`config.mk`:
```
export PLATFORM = sky130hd
export DESIGN_NAME = cache_mem_arbiter_flat
export DESIGN_NICKNAME = d
export VERILOG_FILES = /design/src/rtl/cache_mem_arbiter_if.sv /design/src/rtl/cache_mem_arbiter.sv /design/src/flat_wrapper.sv
export SDC_FILE = /design/constraint.sdc
export NUM_CORES = 1
export LEC_CHECK = 0
export BUFFER_PORTS_ARGS = -buffer_cell sky130_fd_sc_hd__buf_2
export CORE_ASPECT_RATIO = 0.6
export CORE_MARGIN = 10
export CORE_UTILIZATION = 24
export CTS_BUF_LIST = sky130_fd_sc_hd__clkbuf_8
export DETAILED_ROUTE_END_ITERATION = 8
export GPL_TIMING_DRIVEN = 0
export PLACE_DENSITY_LB_ADDON = 0.15
export SLEW_MARGIN = 10
export SYNTH_ARGS = -nofsm -noshare
export SYNTH_HDL_FRONTEND = slang
export SYNTH_SLANG_ARGS = --single-unit
```
`constraint.sdc`:
```
create_clock -name CLK -period 1.3 [get_ports CLK]
set_input_delay 0 -clock CLK [delete_from_list [all_inputs] [get_ports CLK]]
set_output_delay 0 -clock CLK [all_outputs]
set_load 0.1 [all_outputs]
```
`src/rtl/cache_mem_arbiter_if.sv`:
```
// Bundle of icache, dcache and RAM-side signals around the cache/RAM arbiter.
// master is the arbiter's view; slave is the view of the caches and the RAM model.
interface cache_mem_arbiter_if;
    logic        iREN;
    logic [31:0] iaddr;
    logic [31:0] iload;
    logic        iwait;

    logic        dREN;
    logic        dWEN;
    logic [31:0] daddr;
    logic [31:0] dstore;
    logic [31:0] dload;
    logic        dwait;

    logic        ramREN;
    logic        ramWEN;
    logic [31:0] ramaddr;
    logic [31:0] ramstore;
    logic [31:0] ramload;
    logic [1:0]  ramstate;

    logic        err;

    modport master (
        input  iREN, iaddr, dREN, dWEN, daddr, dstore, ramload, ramstate,
        output iload, iwait, dload, dwait, ramREN, ramWEN, ramaddr, ramstore, err
    );

    modport slave (
        output iREN, iaddr, dREN, dWEN, daddr, dstore, ramload, ramstate,
        input  iload, iwait, dload, dwait, ramREN, ramWEN, ramaddr, ramstore, err
    );
endinterface

```
`src/rtl/cache_mem_arbiter.sv`:
```
// Shares one single-ported RAM between icache and dcache; dcache has priority, grant held to completion.
// Define CACHE_ARB_FAIRNESS_EN to cap consecutive dcache grants (MAXD) while an ifetch is pending.
module cache_mem_arbiter #(
    parameter int MAXD = 4
) (
    input  logic                CLK,
    input  logic                nRST,
    cache_mem_arbiter_if.master bus
);
    typedef enum logic [1:0] {
        IDLE   = 2'd0,
        DGRANT = 2'd1,
        IGRANT = 2'd2
    } state_t;

    localparam logic [1:0] RAM_ACCESS = 2'b10;
    localparam logic [1:0] RAM_ERROR  = 2'b11;

    state_t      state_q, state_d;
    logic        err_q, err_d;
    logic        d_req;
    logic        limit_hit;
    logic        ram_ok;
    logic        ram_bad;
    logic        ram_ren;
    logic        ram_wen;
    logic [31:0] ram_addr;
    logic [31:0] ram_store;
    logic        i_wait;
    logic        d_wait;

    if (MAXD < 1) begin : g_maxd_check
        $error("cache_mem_arbiter: MAXD must be at least 1");
    end

    assign d_req   = bus.dREN | bus.dWEN;
    assign ram_ok  = (bus.ramstate == RAM_ACCESS);
    assign ram_bad = (bus.ramstate == RAM_ERROR);

`ifdef CACHE_ARB_FAIRNESS_EN
    localparam int              CNT_W   = $clog2(MAXD + 1);
    localparam logic [CNT_W-1:0] CNT_MAX = CNT_W'(MAXD);

    logic [CNT_W-1:0] dcnt_q, dcnt_d;

    assign limit_hit = bus.iREN && (dcnt_q == CNT_MAX);

    // Counts dcache completions that happened while an ifetch was waiting.
    always_comb begin
        dcnt_d = dcnt_q;
        case (state_q)
            IDLE: begin
                if (!bus.iREN) dcnt_d = '0;
            end
            DGRANT: begin
                if (d_req && ram_ok && bus.iREN && (dcnt_q != CNT_MAX))
                    dcnt_d = dcnt_q + CNT_W'(1);
            end
            IGRANT: begin
                if (bus.iREN && ram_ok) dcnt_d = '0;
            end
            default: dcnt_d = '0;
        endcase
    end

    always_ff @(posedge CLK or negedge nRST) begin
        if (!nRST) dcnt_q <= '0;
        else       dcnt_q <= dcnt_d;
    end
`else
    assign limit_hit = 1'b0;
`endif

    // RAM side follows the granted requester combinationally so a RAM answer
    // in the same cycle completes the access without an extra stage.
    always_comb begin
        state_d   = state_q;
        err_d     = err_q;
        ram_ren   = 1'b0;
        ram_wen   = 1'b0;
        ram_addr  = '0;
        ram_store = '0;
        i_wait    = 1'b1;
        d_wait    = 1'b1;
        case (state_q)
            IDLE: begin
                if (d_req && !limit_hit) state_d = DGRANT;
                else if (bus.iREN)       state_d = IGRANT;
            end
            DGRANT: begin
                ram_addr  = bus.daddr;
                ram_store = bus.dstore;
                ram_wen   = bus.dWEN;
                ram_ren   = bus.dREN & ~bus.dWEN;
                d_wait    = ~(d_req & ram_ok);
                if (ram_bad) err_d = 1'b1;
                if (!d_req || ram_ok || ram_bad) state_d = IDLE;
            end
            IGRANT: begin
                ram_addr = bus.iaddr;
                ram_ren  = bus.iREN;
                i_wait   = ~(bus.iREN & ram_ok);
                if (ram_bad) err_d = 1'b1;
                if (!bus.iREN || ram_ok || ram_bad) state_d = IDLE;
            end
            default: state_d = IDLE;
        endcase
    end

    always_ff @(posedge CLK or negedge nRST) begin
        if (!nRST) begin
            state_q <= IDLE;
            err_q   <= 1'b0;
        end else begin
            state_q <= state_d;
            err_q   <= err_d;
        end
    end

    assign bus.ramREN   = ram_ren;
    assign bus.ramWEN   = ram_wen;
    assign bus.ramaddr  = ram_addr;
    assign bus.ramstore = ram_store;
    assign bus.iwait    = i_wait;
    assign bus.dwait    = d_wait;
    assign bus.iload    = bus.ramload;
    assign bus.dload    = bus.ramload;
    assign bus.err      = err_q;
endmodule

```
`src/flat_wrapper.sv`:
```
// flat-port wrapper written by rule: the top's interface ports become plain ports
module cache_mem_arbiter_flat 
#(
    parameter int MAXD = 4
)
  (CLK, nRST, bus_iREN, bus_iaddr, bus_dREN, bus_dWEN, bus_daddr, bus_dstore, bus_ramload, bus_ramstate, bus_iload, bus_iwait, bus_dload, bus_dwait, bus_ramREN, bus_ramWEN, bus_ramaddr, bus_ramstore, bus_err);
  cache_mem_arbiter_if bus_i ();
  input  logic CLK;
  input  logic nRST;
  input wire logic [$bits(bus_i.iREN)-1:0] bus_iREN;
  input wire logic [$bits(bus_i.iaddr)-1:0] bus_iaddr;
  input wire logic [$bits(bus_i.dREN)-1:0] bus_dREN;
  input wire logic [$bits(bus_i.dWEN)-1:0] bus_dWEN;
  input wire logic [$bits(bus_i.daddr)-1:0] bus_daddr;
  input wire logic [$bits(bus_i.dstore)-1:0] bus_dstore;
  input wire logic [$bits(bus_i.ramload)-1:0] bus_ramload;
  input wire logic [$bits(bus_i.ramstate)-1:0] bus_ramstate;
  output wire logic [$bits(bus_i.iload)-1:0] bus_iload;
  output wire logic [$bits(bus_i.iwait)-1:0] bus_iwait;
  output wire logic [$bits(bus_i.dload)-1:0] bus_dload;
  output wire logic [$bits(bus_i.dwait)-1:0] bus_dwait;
  output wire logic [$bits(bus_i.ramREN)-1:0] bus_ramREN;
  output wire logic [$bits(bus_i.ramWEN)-1:0] bus_ramWEN;
  output wire logic [$bits(bus_i.ramaddr)-1:0] bus_ramaddr;
  output wire logic [$bits(bus_i.ramstore)-1:0] bus_ramstore;
  output wire logic [$bits(bus_i.err)-1:0] bus_err;
  assign bus_i.iREN = bus_iREN;
  assign bus_i.iaddr = bus_iaddr;
  assign bus_i.dREN = bus_dREN;
  assign bus_i.dWEN = bus_dWEN;
  assign bus_i.daddr = bus_daddr;
  assign bus_i.dstore = bus_dstore;
  assign bus_i.ramload = bus_ramload;
  assign bus_i.ramstate = bus_ramstate;
  assign bus_iload = bus_i.iload;
  assign bus_iwait = bus_i.iwait;
  assign bus_dload = bus_i.dload;
  assign bus_dwait = bus_i.dwait;
  assign bus_ramREN = bus_i.ramREN;
  assign bus_ramWEN = bus_i.ramWEN;
  assign bus_ramaddr = bus_i.ramaddr;
  assign bus_ramstore = bus_i.ramstore;
  assign bus_err = bus_i.err;
  cache_mem_arbiter #(.MAXD(MAXD)) u_core (.CLK(CLK), .nRST(nRST), .bus(bus_i));
endmodule
```
==> qor.yml, run 1 <==
dp_slack_ps: -452
status: "finished with violations"
dp_cells: 518
r2r_end: "u_core.state_q[1]$_DFFE_PN0P_"
die_w_um: 120
insertion_delay_ps: 220
antenna_found_initial: 0
grt_pass1_vias: 2733
htree_levels: 1
hold_depth: 2
cp.required_ps: 1300
rrSetupSlack_ps: -250
period_minus_slack_ps: 1650
yosysUniqueCellTypes: 25
cp_max_fo: 5
ys_ff_latch: 3
dpl.hpwl_um: 8090
worst_setup_path_end_kind: "primary output"
drt_iter0_markers: 104
leakagePower_nw: 2.33
yosys_warnings: 0
final_nets: 603
clock_skew_ps: 1.95
drive_gt1_share_pct: 95.5
dpl_cell_area_mm2: 0.00312
grt_pass1_wl_um: 17000
synth.avg_cell_area_um2: 7.14
num_vias: 2467
grt_overflow: 0
cts-root-buf: "clkbuf_8"
gp_congestion: 0.869
r2r_cells: 8
hold_violations: 0
fmax_ghz: 0.606
layout.cells.non_filler: 544
whs_ps: 47.9
cts_sinks: 3
synth_top_area_cell: "buf_4"
viasPerCell: 4.53
rsz0062_at_grt: "true"
slew_viol_final: 0
setup-tns-final_ps: -20270
min_to: "u_core.bus.err$_DFFE_PN0P_"
wl_per_cell_um: 21.7
core_area_mm2: 0.00570
cts_tree: "done"
criticalPathCategory: "reg2out"
grt_usage_pct: 22.2
finish.utilization_pct: 83.1
start_kind: "flop"
startpoint: "u_core.state_q[0]$_DFFE_PN0P_"
yosysTopAreaCellShare_pct: 33.6
hp-class: "in2reg"
pin_count: 268
start_util_pct: 25.4
final_area_mm2: 0.00474
fp.dieH_um: 80.2
cp.arrival_ps: 1650
slew_headroom_pct: 66.4
syn-cell-area_mm2: 0.00145
grt_max_degree: 11
powerDensity_mw_per_mm2: 2760
synth_cells: 203
dieArea_mm2: 0.00965
detail-route-antenna-nets: 0
yosys-top-cells-area: "buf_4 34%, a22oi_1 17%, and2_1 14%"
rows: 21
r2r_start: "u_core.state_q[0]$_DFFE_PN0P_"
min_from: "bus_ramstate[0]"
power_mw: 13.1
drtPass1Iterations: 4
violations: "setup timing"
fin_ws_ps: -350
io_buffers: 235
routed_wl_um: 11800
min_period_over_period_pct: 127
peakVddDrop_v: 0.00172
synth.net_count: 341
cts_made_buffers: 3
antenna_cells: 0
clkTransAtPathRegs_ps: 30
max_slew.worst_pin.slew_ps: 508
setup_violations: 71
cts_buffer_depth: 2
drc_errors: 0
seq_area_frac_synth_pct: 5.18
max-cap-violations: 0
area_growth_syn_to_layout_pct: 227
==> timing repair <==
item | CTS | global route
endpoints found under the hold margin | 3 | 0
pin swaps | 3 | 3
hold buffers | 1 | 0
setup endpoints to repair | 70 | 70
gates cloned | 4 | 2
gates resized for setup | 332 | 12
buffers inserted | 10 | 5
==> layout by cell type (no fill, tap or decap), types with 2 or more instances in the layout <==
| cell | instances |
|---|---|
| clkbuf_8 | 6 |
| buf_4 | 74 |
| and2_4 | 33 |
| buf_6 | 7 |
| dfrtp_1 | 3 |
| a22oi_2 | 29 |
| ha_4 | 2 |
| buf_12 | 73 |
| a22oi_1 | 3 |
| inv_2 | 3 |
| buf_2 | 168 |
| nor2b_4 | 32 |
| nand3b_1 | 2 |
| clkbuf_16 | 2 |
| inv_1 | 2 |
| buf_8 | 6 |
==> flip-flops by register name, indices dropped and copies added (netlist names) <==
name            count
u_core.state_q      2
u_core.bus.err      1
==> power by group <==
part           switching (mW)  internal (mW)  total [mW]
Sequential             0.0182          0.116       0.135
Clock                  0.0696          0.202       0.271
Combinational            7.60           5.06        12.7
Total                    7.69           5.38        13.1
==> layer usage <==
layer  wire length, um  up-vias  GRT usage, %
li1                  -     1139             -
met1              3880     1183          20.5
met2              6590      129          45.0
met3              1170       16          8.94
met4               192        0          5.16
met5                 0        -             0
==> worst max-delay path, stage by stage (launching register included) <==
cell      delay, ps
dfrtp_1         360
inv_2            50
buf_6           120
ha_4            280
buf_12          120
clkbuf_8        140
nor2b_4         170
buf_12          180
==> kinds of logic (layout without fill, tap and decap cells) <==
group / Yosys count / in the layout / synth area share (%)
DFF: 3 / 3 / 5.18
and+or+nand+nor: 73 / 73 / 31.1
adders and majority gates: 3 / 3 / 2.59
buffers and inverters: 82 / 343 / 39.3
AOI/OAI and AO/OA: 42 / 42 / 21.7
==> worst max-delay path by stage <==
stage	to	slack, ps	cells after the start
2_1_floorplan	bus_ramaddr[0]	-220	4
4_1_cts	bus_ramREN	-330	6
3_3_place_gp	bus_ramaddr[22]	-480	5
5_1_grt	bus_ramaddr[27]	-380	7
6_report	bus_ramaddr[0]	-350	7
3_5_place_dp	bus_ramaddr[21]	-450	5
==> cell type report <==
| cell class | count | area [um2] |
|---|---|---|
| Buffer | 78 | 681 |
| Tap cell | 80 | 100 |
| Clock buffer | 3 | 41.3 |
| Clock inverter | 1 | 3.75 |
| Timing Repair Buffer | 257 | 2470 |
| Inverter | 4 | 15.0 |
| Sequential cell | 3 | 75.1 |
| Multi-Input combinational cell | 118 | 1350 |
| Fill cell | 323 | 962 |
==> synth_stat cells, drive strengths merged <==
master	count
o21ai	2
nand3	2
inv	4
nor2b	33
nand3b	2
a22oi	32
and2	33
clkbuf	3
o211ai	1
nand2b	1
buf	75
o221ai	1
a21boi	1
a31o	1
ha	3
nor2	1
a21oi	1
nand2	1
dfrtp	3
o2111ai	1
a21o	1
o221a	1
Power figures use the tool's default switching activity.
==> run 2: changes to the inputs <==
--- a/config.mk
+++ b/config.mk
@@ -12,6 +12,7 @@
 export CTS_BUF_LIST = sky130_fd_sc_hd__clkbuf_8
 export DETAILED_ROUTE_END_ITERATION = 8
 export GPL_TIMING_DRIVEN = 0
+export HOLD_SLACK_MARGIN = 0.08
 export PLACE_DENSITY_LB_ADDON = 0.15
 export SLEW_MARGIN = 10
 export SYNTH_ARGS = -nofsm -noshare
==> run 2 against run 1 <==
Against the previous run: the flow still finishes with violations (setup timing); count of clock-buffer cells in the layout unchanged; largest cell class unchanged; routed wire length rose by 0.81%; critical endpoint is now bus_ramREN; combinational power about the same; critical path type unchanged; sequential power about the same; total power is 1.9% lower.
==> qor.yml, run 2 (same netlist as run 1, synthesis figures left out) <==
status: "finished with violations"
violations: "setup timing"
cts-root-buf: "clkbuf_8"
cp.arrival_ps: 1640  # about the same
start_util_pct: 25.4  # unchanged
antenna_found_initial: 1  # +1
clock_skew_ps: 2.02  # +0.0700 ps
period_minus_slack_ps: 1640  # -14.7 ps
area_growth_syn_to_layout_pct: 223
power_mw: 12.8  # -1.9%
largest_reg_flops: 2  # unchanged
max_slew.worst_pin.slew_ps: 523  # +15.1 ps
whs_ps: 106  # +58.0 ps
clkTransAtPathRegs_ps: 30  # about the same
grt_pass1_vias: 2725  # -0.29%
slew_headroom_pct: 65.4  # -1.0 points
io_buffers: 235  # unchanged
grt_max_degree: 11  # unchanged
slowest_delay_ps: 370  # about the same
num_vias: 2472  # +0.20%
cts_tree: "done"
die_w_um: 120  # unchanged
dpl.hpwl_um: 8090  # unchanged
setup_violations: 70  # -1.4%
drtPass1Iterations: 4  # unchanged
viasPerCell: 4.57  # +0.76%
r2r_cells: 8  # unchanged
core_area_mm2: 0.00570  # unchanged
cts_buffer_depth: 2  # unchanged
grt_pass1_wl_um: 17000  # about the same
grt_overflow: 0  # unchanged
cp_cell_sequence: "inv_2 -> buf_6 -> ha_4 -> buf_4 -> a21boi_4 -> buf_12"
final_cell_mix: "168 x buf_2, 73 x buf_12, 71 x buf_4"
htree_levels: 1  # unchanged
criticalPathCategory: "reg2out"
rsz0062_at_grt: "true"
insertion_delay_ps: 220  # about the same
drive_gt1_share_pct: 95.2  # -0.26 points
drc_errors: 0  # unchanged
fp.dieH_um: 80.2  # unchanged
hp-class: "in2async"
start_kind: "flop"
dp_slack_ps: -452  # unchanged
cp_slowest_cell: "ha_4"
cts_made_buffers: 3  # unchanged
hold_violations: 0  # unchanged
grt_usage_pct: 22.2  # +0.044 points
routed_wl_um: 11900  # +0.81%
fmax_ghz: 0.612  # +0.90%
dieArea_mm2: 0.00965  # unchanged
final_nets: 599  # -0.66%
cts_sinks: 3  # unchanged
detail-route-antenna-nets: 0  # unchanged
pin_count: 268  # unchanged
peakVddDrop_v: 0.00177  # +2.6%
max-cap-violations: 0  # unchanged
final_area_mm2: 0.00469  # -1.1%
leakagePower_nw: 2.30  # -1.4%
r2r_start: "u_core.state_q[0]$_DFFE_PN0P_"
rows: 21  # unchanged
cp_max_fo: 8  # +3
min_period_over_period_pct: 126  # -1.1 points
slew_viol_final: 0  # unchanged
final_common_cell: "buf_2"
worst_setup_path_end_kind: "primary output"
wl_per_cell_um: 22.0  # +1.4%
startpoint: "u_core.state_q[0]$_DFFE_PN0P_"
dpl_cell_area_mm2: 0.00312  # unchanged
num-fill-cells: 325  # +0.62%
fin_ws_ps: -335  # +14.7 ps
regMostFlops: "u_core.state_q"
cp.required_ps: 1300  # about the same
powerDensity_mw_per_mm2: 2730  # -0.85%
gp_congestion: 0.869  # unchanged
drt_iter0_markers: 100  # -3.8%
[run 2: cell count changes in the layout (fill, tap and decap cells not counted), sizes merged]
cell,change
dlygate4sd3,+1
clkbuf,-4
diode,+1
buf,-1
[run 2: metrics by stage]
step | utilization [%] | TNS, ps | cells
2_1_floorplan | - | -6940 | 203
3_5_place_dp | 54.8 | -24350 | 518
4_1_cts | 81.0 | -18440 | 538
5_1_grt | 82.2 | -22850 | 541
6_report | 82.2 | -19280 | 541
3_3_place_gp | 54.8 | -24970 | 518
[run 2: report_power, final]
| part | internal (mW) | switching, mW |
|---|---|---|
| Combinational | 4.87 | 7.55 |
| Clock | 0.202 | 0.0693 |
| Sequential | 0.116 | 0.0155 |
| Total | 5.18 | 7.63 |
[run 2: cell type report]
class | instances | area [um2] | area share [%]
clock inverter | 1 | 3.75 | 0.0800
antenna | 1 | 2.50 | 0.0534
inverter | 4 | 15.0 | 0.320
tap | 80 | 100 | 2.13
sequential | 3 | 75.1 | 1.60
multi-input combinational | 118 | 1350 | 28.7
clock buffer | 3 | 41.3 | 0.880
buffer | 78 | 696 | 14.8
timing repair buffer | 253 | 2410 | 51.4
[run 2: final timing paths]
check	to	slack [ps]
worst max-delay path	bus_ramREN	-340
worst min-delay path	u_core.state_q[0]$_DFFE_PN0P_	110
worst max register to register	u_core.state_q[1]$_DFFE_PN0P_	-240
worst min register to register	u_core.bus.err$_DFFE_PN0P_	470
max in group asynchronous	u_core.state_q[1]$_DFFE_PN0P_	1080
min in group CLK	u_core.bus.err$_DFFE_PN0P_	130
[run 2: metal layers]
metal	vias to the layer above	part of all wire, %	global-route usage (%)	wire [um]
li1	1137	-	-	-
met1	1190	32	20.5	3810
met2	127	55	45.2	6560
met3	18	11	8.94	1290
met4	0	2.2	5.16	268
met5	-	0	0	0
[run 2: critical path, delay by kind of cell (launching register included)]
kind,cells,cell delay [ps]
flops,1,350
compound gates,1,190
buf+inv,4,500
fa+ha+maj,1,370
[run 2: timing repair]
| action | CTS | global route |
|---|---|---|
| pin swaps | 3 | 4 |
| cloned | 4 | 1 |
| buffers inserted | 10 | 1 |
| hold endpoints to repair | 4 | 0 |
| resized for setup | 332 | 12 |
| hold buffers | 2 | 0 |
| endpoints found under the setup margin | 70 | 70 |
==> run 3: changes to the inputs <==
--- a/config.mk
+++ b/config.mk
@@ -6,11 +6,11 @@
 export NUM_CORES = 1
 export LEC_CHECK = 0
 export BUFFER_PORTS_ARGS = -buffer_cell sky130_fd_sc_hd__buf_2
-export CORE_ASPECT_RATIO = 0.6
-export CORE_MARGIN = 10
-export CORE_UTILIZATION = 24
+export CORE_AREA = 10 10 95 97
 export CTS_BUF_LIST = sky130_fd_sc_hd__clkbuf_8
+export CTS_CLUSTER_DIAMETER = 80
 export DETAILED_ROUTE_END_ITERATION = 8
+export DIE_AREA = 0 0 105 107
 export GPL_TIMING_DRIVEN = 0
 export HOLD_SLACK_MARGIN = 0.08
 export PLACE_DENSITY_LB_ADDON = 0.15
==> constraint.sdc (replaced) <==
create_clock -name CLK -period 1.9 [get_ports CLK]
set_input_delay 0 -clock CLK [delete_from_list [all_inputs] [get_ports CLK]]
set_output_delay 0 -clock CLK [all_outputs]
set_load 0.1 [all_outputs]
==> run 3 against run 2 <==
Against the previous run: the flow now finishes without violations; worst setup slack better by 470 ps; largest power group unchanged; final area fell by 31%; global-route usage shrank 8.0 points; highest routed layer unchanged.
==> qor.yml, run 3 (same netlist as run 1, synthesis figures left out) <==
dieArea_mm2: 0.0112  # +16%
fp.dieH_um: 107  # +33%
slew_viol_final: 0  # unchanged
slew_headroom_pct: 67.0  # +1.6 points
area_growth_syn_to_layout_pct: 123
gp_congestion: 0.823  # -5.2%
cp_common_cell: "buf_4"
drive_gt1_share_pct: 79.5  # -16 points
peakVddDrop_v: 0.000928  # -47%
drc_errors: 0  # unchanged
fmax_ghz: 0.565
period_minus_slack_ps: 1770
max_slew.worst_pin.slew_ps: 499  # -23.8 ps
cts_sinks: 3  # unchanged
whs_ps: 117  # +10.8 ps
io_buffers: 235  # unchanged
grt_pass1_vias: 2321  # -15%
start_kind: "flop"
dpl.hpwl_um: 8020  # -0.83%
cp_slowest_cell: "dfrtp_1"
pwr-share-seq_pct: 1.4  # +0.4 points
cp.required_ps: 1900  # +600 ps
leakagePower_nw: 1.78  # -23%
multi_input_area_um2: 893  # -34%
grt_usage_pct: 14.2  # -8.0 points
clock_skew_ps: 2.63  # +0.612 ps
max-cap-violations: 0  # unchanged
cp.buffers_inverters: 4  # unchanged
largest_reg_flops: 2  # unchanged
die_w_um: 105  # -13%
powerDensity_mw_per_mm2: 1930  # -30%
power.internal_mw: 1.69  # -67%
pwr-share-clk_pct: 2.9  # +0.8 points
dpl_cell_area_mm2: 0.00283  # -9.3%
p_comb_share_pct: 95.7  # -1.2 points
num-fill-cells: 751  # +130%
clkTransAtPathRegs_ps: 30  # about the same
num_vias: 2206  # -11%
drt_iter0_markers: 38  # -62%
r2r_cells: 7  # -1
insertion_delay_ps: 210  # about the same
final_nets: 583  # -2.7%
grt_max_degree: 11  # unchanged
final_area_mm2: 0.00323  # -31%
p_sw_share_pct: 72.9  # +13 points
hp-class: "in2async"
final_cell_mix: "178 x buf_2, 86 x buf_4, 38 x buf_6"
start_util_pct: 20.3  # -5.1 points
regArea_um2: 75.1  # unchanged
worst_setup_path_end_kind: "primary output"
dp_cells: 537  # +3.7%
rrSetupSlack_ps: 470  # +710 ps
rows: 31  # +48%
use_met3_pct: 6.23  # -2.7 points
cts-root-buf: "clkbuf_8"
routed_wl_um: 9220  # -23%
antenna_cells: 0  # -1
drtPass1Iterations: 4  # unchanged
setup_violations: 0  # -100%
r2r_start: "u_core.state_q[0]$_DFFE_PN0P_"
setup-tns-final_ps: 0  # +19280 ps
met1_usage_pct: 13.9  # -6.6 points
cp_cell_sequence: "inv_1 -> ha_1 -> buf_4 -> clkbuf_4 -> a22oi_1 -> nor2b_2 -> buf_4"
grt_overflow: 0  # unchanged
regMostFlops: "u_core.state_q"
cts_tree: "done"
core_area_mm2: 0.00714  # +25%
slowest_delay_ps: 380  # about the same
viasPerCell: 4.06  # -11%
rsz0062_at_grt: "true"
cts_buffer_depth: 2  # unchanged
power.switching_mw: 4.54  # -40%
cp_top_family: "buffers and inverters"
wl_per_cell_um: 17.0  # -23%
final_common_cell: "buf_2"
grt_busiest_layer: "met2"
criticalPathCategory: "reg2out"
cts_made_buffers: 3  # unchanged
cp.arrival_ps: 1770  # +130 ps
min_period_over_period_pct: 93.1
status: "completed"
use_met2_pct: 27.9  # -17 points
pin_count: 268  # unchanged
postCtsSetupRepairBufs: 0  # -10
detail-route-antenna-nets: 0  # unchanged
layout.cells.non_filler: 543  # +0.37%
grt_pass1_wl_um: 13200  # -23%
antenna_found_initial: 0  # -1
cp_max_fo: 10  # +2
finish.utilization_pct: 45.3  # -37 points
htree_levels: 1  # unchanged
hold_violations: 0  # unchanged
r2r_end: "u_core.state_q[1]$_DFFE_PN0P_"
==> run 3: cell count changes in the layout (fill, tap and decap cells not counted), sizes merged <==
cell	previous run	this run
diode	1	0
clkbuf	4	11
buf	328	305
==> run 3: power by group through the flow <==
| stage | clock [mW] | sequential (mW) | combinational, mW |
|---|---|---|---|
| after floorplan | 0 | 0.0923 | 4.67 |
| after global placement | 0 | 0.0895 | 5.49 |
| after detailed placement | 0 | 0.0893 | 5.49 |
| after CTS | 0.186 | 0.0889 | 5.77 |
| after global routing | 0.194 | 0.0917 | 6.17 |
| final | 0.180 | 0.0894 | 5.96 |
==> run 3: worst max path at each step <==
stage	startpoint	to	slack, ps	cells after the start
6_report	u_core.state_q[0]$_DFFE_PN0P_	bus_ramaddr[19]	130	7
5_1_grt	u_core.state_q[1]$_DFFE_PN0P_	bus_ramstore[23]	3	6
4_1_cts	u_core.state_q[1]$_DFFE_PN0P_	bus_ramaddr[29]	0.8	5
3_5_place_dp	u_core.state_q[1]$_DFFE_PN0P_	bus_ramaddr[29]	20	5
3_3_place_gp	u_core.state_q[1]$_DFFE_PN0P_	bus_ramaddr[29]	-10	5
2_1_floorplan	u_core.state_q[0]$_DFFE_PN0P_	bus_ramaddr[0]	70	6
==> run 3: area by class of cell <==
type	count	share of cell area, %
buffer	78	17.5
clock buffer	3	1.28
clock inverter	1	0.116
inverter	4	0.464
multi-input combinational	118	27.6
sequential	3	2.32
tap	99	3.83
timing repair buffer	237	46.8
==> run 3: timing repair <==
| action | CTS | global route |
|---|---|---|
| gates resized for setup | 66 | 48 |
| endpoints found under the setup margin | 61 | 62 |
| endpoints found under the hold margin | 4 | 0 |
| hold buffers | 2 | 0 |
==> run 3: routing by layer <==
metal	up-vias	wire length, um
met5	-	0
met4	0	33
met3	4	1020
met2	129	5030
met1	976	3140
li1	1097	-
==> run 3: through the flow <==
step | total power, mW | worst slack [ps]
2_1_floorplan | 4.76 | 71.9
3_3_place_gp | 5.58 | -11.9
3_5_place_dp | 5.58 | 16.8
4_1_cts | 6.04 | 0.798
5_1_grt | 6.46 | 3.43
6_report | 6.23 | 131
